**src/rtl/vga_scan_fetch.sv**
```systemverilog
// rtl/vga_scan_fetch.sv - raster scan counters, framebuffer read fetch and latency-matched position pipeline
module vga_scan_fetch #(
  parameter int H_ACT      = 640,
  parameter int HFP        = 16,
  parameter int H_SYNC     = 96,
  parameter int HBP        = 48,
  parameter int V_ACT      = 480,
  parameter int VFP        = 10,
  parameter int V_SYNC     = 2,
  parameter int VBP        = 33,
  parameter int ADDR_W     = 19,
  parameter int RD_LATENCY = 2
) (
  input  logic              clock,
  input  logic              reset,
  input  logic              pix_en,
  output logic              rd_en,
  output logic [ADDR_W-1:0] rd_addr,
  output logic [31:0]       Horz_Count,
  output logic [31:0]       Vert_Count,
  output logic              InFrame,
  output logic              frame_start,
  output logic [15:0]       frame_count
);

  localparam int H_TOT = H_ACT + HFP + H_SYNC + HBP;
  localparam int V_TOT = V_ACT + VFP + V_SYNC + VBP;
  localparam int HW    = $clog2(H_TOT);
  localparam int VW    = $clog2(V_TOT);

  localparam logic [HW-1:0] H_LAST  = HW'(H_TOT - 1);
  localparam logic [VW-1:0] V_LAST  = VW'(V_TOT - 1);
  localparam logic [HW-1:0] H_ACT_C = HW'(H_ACT);
  localparam logic [VW-1:0] V_ACT_C = VW'(V_ACT);

  // Scan state
  logic [HW-1:0]     h_q, h_d;
  logic [VW-1:0]     v_q, v_d;
  logic [15:0]       fc_q, fc_d;
  logic [ADDR_W-1:0] addr_q, addr_d;

  // Fetch stage
  logic              rd_en_q;
  logic [ADDR_W-1:0] rd_addr_q;
  logic              fs_q;

  // Position pipeline: stage 0 sits beside rd_en, stage RD_LATENCY meets the RAM data
  logic [HW-1:0] hp_q [RD_LATENCY+1];
  logic [VW-1:0] vp_q [RD_LATENCY+1];
  logic          ap_q [RD_LATENCY+1];

  logic              active;
  logic              at_origin;
  logic [ADDR_W-1:0] addr_cur;

  // Next scan position, frame counter and linear address; everything holds without pix_en
  always_comb begin
    h_d       = h_q;
    v_d       = v_q;
    fc_d      = fc_q;
    addr_d    = addr_q;
    active    = (h_q < H_ACT_C) && (v_q < V_ACT_C);
    at_origin = (h_q == '0) && (v_q == '0);
    // Re-anchoring at the origin keeps the address equal to v*H_ACT+h without a multiplier
    addr_cur  = at_origin ? '0 : addr_q;
    if (pix_en) begin
      if (h_q == H_LAST) begin
        h_d = '0;
        if (v_q == V_LAST) begin
          v_d  = '0;
          fc_d = fc_q + 16'd1;
        end else begin
          v_d = v_q + VW'(1);
        end
      end else begin
        h_d = h_q + HW'(1);
      end
      if (active) begin
        addr_d = addr_cur + ADDR_W'(1);
      end
    end
  end

  // Scan register update
  always_ff @(posedge clock or posedge reset) begin
    if (reset) begin
      h_q    <= '0;
      v_q    <= '0;
      fc_q   <= '0;
      addr_q <= '0;
    end else begin
      h_q    <= h_d;
      v_q    <= v_d;
      fc_q   <= fc_d;
      addr_q <= addr_d;
    end
  end

  // Issue one read per active pixel step and mark the origin pixel
  always_ff @(posedge clock or posedge reset) begin
    if (reset) begin
      rd_en_q   <= 1'b0;
      rd_addr_q <= '0;
      fs_q      <= 1'b0;
    end else begin
      rd_en_q <= pix_en & active;
      fs_q    <= pix_en & at_origin;
      if (pix_en && active) begin
        rd_addr_q <= addr_cur;
      end
    end
  end

  // Capture the position with each pixel step, then shift it every clock to track RAM latency
  always_ff @(posedge clock or posedge reset) begin
    if (reset) begin
      for (int i = 0; i <= RD_LATENCY; i++) begin
        hp_q[i] <= '0;
        vp_q[i] <= '0;
        ap_q[i] <= 1'b0;
      end
    end else begin
      if (pix_en) begin
        hp_q[0] <= h_q;
        vp_q[0] <= v_q;
        ap_q[0] <= active;
      end
      for (int i = 1; i <= RD_LATENCY; i++) begin
        hp_q[i] <= hp_q[i-1];
        vp_q[i] <= vp_q[i-1];
        ap_q[i] <= ap_q[i-1];
      end
    end
  end

  assign rd_en       = rd_en_q;
  assign rd_addr     = rd_addr_q;
  assign frame_start = fs_q;
  assign frame_count = fc_q;
  assign Horz_Count  = 32'(hp_q[RD_LATENCY]);
  assign Vert_Count  = 32'(vp_q[RD_LATENCY]);
  assign InFrame     = ap_q[RD_LATENCY];

endmodule

```
**config.mk**
```make
export PLATFORM = sky130hd
export DESIGN_NAME = vga_scan_fetch
export DESIGN_NICKNAME = d
export VERILOG_FILES = /design/src/rtl/vga_scan_fetch.sv
export SDC_FILE = /design/constraint.sdc
export NUM_CORES = 1
export LEC_CHECK = 0
export ABC_AREA = 1
export CAP_MARGIN = 25
export CORE_MARGIN = 3
export CORE_UTILIZATION = 35
export CTS_BUF_LIST = sky130_fd_sc_hd__clkbuf_16
export DETAILED_ROUTE_END_ITERATION = 7
export MAX_ROUTING_LAYER = met4
export SLEW_MARGIN = 10
export SYNTH_ARGS = -nofsm -noshare
export SYNTH_HDL_FRONTEND = slang
export SYNTH_SLANG_ARGS = --single-unit
```
**constraint.sdc**
```tcl
create_clock -name clock -period 7.9 [get_ports clock]
set_input_delay 0.79 -clock clock [delete_from_list [all_inputs] [get_ports clock]]
set_output_delay 0.79 -clock clock [all_outputs]
set_load 0.01 [all_outputs]
```
==> impl_metrics.env <==
export IMPL_grt_util_all_layers=0.1316
export IMPL_synthDistinctLibCells=36
export IMPL_final_period_utilization=0.4447
export IMPL_seq_area_mm2=0.003478
export IMPL_fillers=1747
export IMPL_gp_congestion=0.7911
export IMPL_crit_required_ps=8200
export IMPL_cts_resized_gates=0
export IMPL_core_area_mm2=0.01736
export IMPL_max_cap_viol_count=0
export IMPL_dr_pass1_iters=4
export IMPL_finish_utilization=0.4199
export IMPL_yosys_area_share_simple=0.2085
export IMPL_clkTransAtPathRegs_ps=60
export IMPL_synth_top_family_by_area="simple AND/OR/NAND/NOR gates"
export IMPL_worstPathCellList="clkdlybuf4s50_1 -> inv_2 -> nor2_2 -> nand3_2 -> nor2_1 -> nand3_1 -> nor2_2 -> nand3_1 -> o21bai_1 -> nand2_1"
export IMPL_drive_gt1_frac=0.07994
export IMPL_yosysWarnings=0
export IMPL_whs_ps=345.3
export IMPL_drt_iter0_markers=356
export IMPL_dieHeight_um=139.3
export IMPL_skew_ps=9.865
export IMPL_synthFlopType="dfrtp_1"
export IMPL_top_layer_used="met4"
export IMPL_fin_crit_ps=3513
export IMPL_multi_input_area_mm2=0.002122
export IMPL_wl_met3_um=417
export IMPL_grt_pass1_wl_um=20180
export IMPL_start_util=0.3586
export IMPL_slowest_delay_ps=750
export IMPL_die_width_um=139.3
export IMPL_ioPinCount=105
export IMPL_maxSlewViolCount=0
export IMPL_nets=709
export IMPL_synth_area_mm2=0.006223
export IMPL_p_leak_nw=3.444
export IMPL_crit_fanout=43
export IMPL_worstHoldPathType="register to register"
export IMPL_synth_xor_area_share=0.04363
export IMPL_post_cts_buffers=0
export IMPL_ant_nets=0
export IMPL_htreeDepth=4
export IMPL_worst_path_max_delay_cell="clkdlybuf4s50_1"
export IMPL_routed_wl_um=11720
export IMPL_slew_headroom=0.4390
export IMPL_wl_met2_um=5596
export IMPL_p_per_area_mw_per_mm2=251.3
export IMPL_tightest_slew_ps=841.5
export IMPL_ys_ff_latch=139
export IMPL_routedWlPerCell_um=12.49
export IMPL_finalHoldViolCount=0
export IMPL_syn2layout_area_growth_pct=17.11
export IMPL_grt_ovfl_total=0
export IMPL_synth_cells=656
export IMPL_clockRootBuffer="clkbuf_16"
export IMPL_final_cell_mix="nand2_1 (147), dfrtp_1 (139), clkdlybuf4s50_1 (60)"
export IMPL_synth_area_per_cell_um2=9.487
export IMPL_final_common_cell="nand2_1"
export IMPL_synthAdderAreaFrac=0.01206
export IMPL_num_antenna_cells=0
export IMPL_synth_mux_area_frac=0
export IMPL_cts_sinks=139
export IMPL_dieArea_mm2=0.01942
export IMPL_cts_tree="built"
export IMPL_synth_compound_area_frac=0.05026
export IMPL_vias=4110
export IMPL_m1WireLength_um=5523
export IMPL_timing_setup_tns_ps=0
export IMPL_clock_latency_ps=420
export IMPL_timing_fmax_ghz=0.2846
export IMPL_drc=0
export IMPL_grt_pass1_vias=3974
export IMPL_synth_edf_count=0
export IMPL_end_kind="register"
export IMPL_clock_path_buffers=2
export IMPL_criticalPathCategory="input pin to register"
export IMPL_irDropWorstVdd_mv=0.1483
export IMPL_grt_max_degree=75
export IMPL_core_rowCount=48
export IMPL_yosysSeqAreaShare=0.5589
export IMPL_holdBufCountCts=0
export IMPL_rsz0062_at_grt="false"
export IMPL_dpl_hpwl_um=8145
export IMPL_cts_buffers=17
export IMPL_antenna_found_initial=0
export IMPL_vias_per_cell=4.382
export IMPL_critPathLaunchType="input pin"
export IMPL_cp_arrival_ps=3810
export IMPL_async_reset_ff_frac=1.000
export IMPL_status="completed"
export IMPL_p_total_mw=1.831
export IMPL_setup_violations=0
export IMPL_portBuffers=60
[path summary, 6_finish.rpt]
check | startpoint | slack (ps) | endpoint | cells after the start
worst min register to register | vp_q[17]$_DFF_PP0_ | 350 | Vert_Count[7]$_DFF_PP0_ | 0
worst max register to register | h_q[1]$_DFFE_PP0P_ | 5020 | addr_q[14]$_DFFE_PP0P_ | 15
worst min-delay path | vp_q[17]$_DFF_PP0_ | 350 | Vert_Count[7]$_DFF_PP0_ | 0
min in group asynchronous | reset | 850 | Vert_Count[3]$_DFF_PP0_ | 2
max in group asynchronous | reset | 5760 | rd_addr[2]$_DFFE_PP0P_ | 3
worst max-delay path | pix_en | 4390 | addr_q[14]$_DFFE_PP0P_ | 10
[final cells by class]
type                    instances  share of cell area
inverters                      60             0.03227
clock inverters                15             0.01888
repair buffers                 61             0.08343
well taps                     225             0.03863
flip-flops and latches        139              0.4773
multi-input cells             421              0.2912
clock buffers                  17             0.05837
[state kept, by name, summed over array words and instances, names as in the netlist, 2 cells and up]
name	flops
v_q	10
Vert_Count	10
addr_q	19
rd_addr	19
hp_q	20
h_q	10
frame_count	16
ap_q	2
vp_q	20
Horz_Count	10
[worst max-delay path: cells and delay by family]
family / cells / cell delay, ps
and+or+nand+nor: 7 / 1690
AOI/OAI and AO/OA: 1 / 200
buffers and inverters: 2 / 1110
[cell families after synthesis]
kind of cell | after synthesis
buf+inv | 139
xor+xnor | 31
other cells | 1
flops | 139
simple gates | 283
compound gates | 57
fa+ha+maj | 6
[synthesized netlist by cell type (2+ instances only)]
master / count / area (µm²)
o21ai_0: 39 / 195.2
nor2_4: 2 / 22.52
dfrtp_1: 139 / 3478
nor2_8: 2 / 40.04
o31ai_1: 4 / 30.03
nand3_1: 30 / 150.1
buf_2: 5 / 25.02
nand2_1: 147 / 551.8
nand3_2: 2 / 20.02
inv_2: 2 / 7.510
nor2_2: 7 / 43.79
nand3b_1: 2 / 15.01
nor4_1: 3 / 18.77
o21bai_1: 4 / 30.03
xor2_1: 25 / 219.0
a21oi_1: 6 / 30.03
buf_4: 65 / 488.0
ha_1: 6 / 75.07
clkbuf_1: 8 / 30.03
xnor2_1: 6 / 52.55
nor2_1: 51 / 191.4
nor3_1: 14 / 70.07
o21a_1: 2 / 15.01
inv_1: 56 / 210.2
nand4_1: 14 / 87.58
nand2_2: 5 / 31.28
[power breakdown]
part           internal [mW]  total (mW)  switching (mW)
clock network          0.437       0.749           0.312
registers              0.800       0.864          0.0633
logic                 0.0965       0.219           0.122
total                   1.33        1.83           0.497
[routing by layer]
| metal | track usage | vias up |
|---|---|---|
| li1 | - | 2064 |
| met1 | 0.1693 | 1952 |
| met2 | 0.2041 | 80 |
| met3 | 0.02990 | 14 |
| met4 | 0.04943 | 0 |
| met5 | - | - |
[stage by stage]
step           setup WS [ps]  cell area, µm²  cells
5_1_grt                 4008            7288    938
2_1_floorplan           3385            6385    699
3_5_place_dp            3913            6725    906
6_report                4387            7288    938
3_3_place_gp            4077            6725    906
4_1_cts                 4328            7288    938
(Power assumes the default switching activity.)
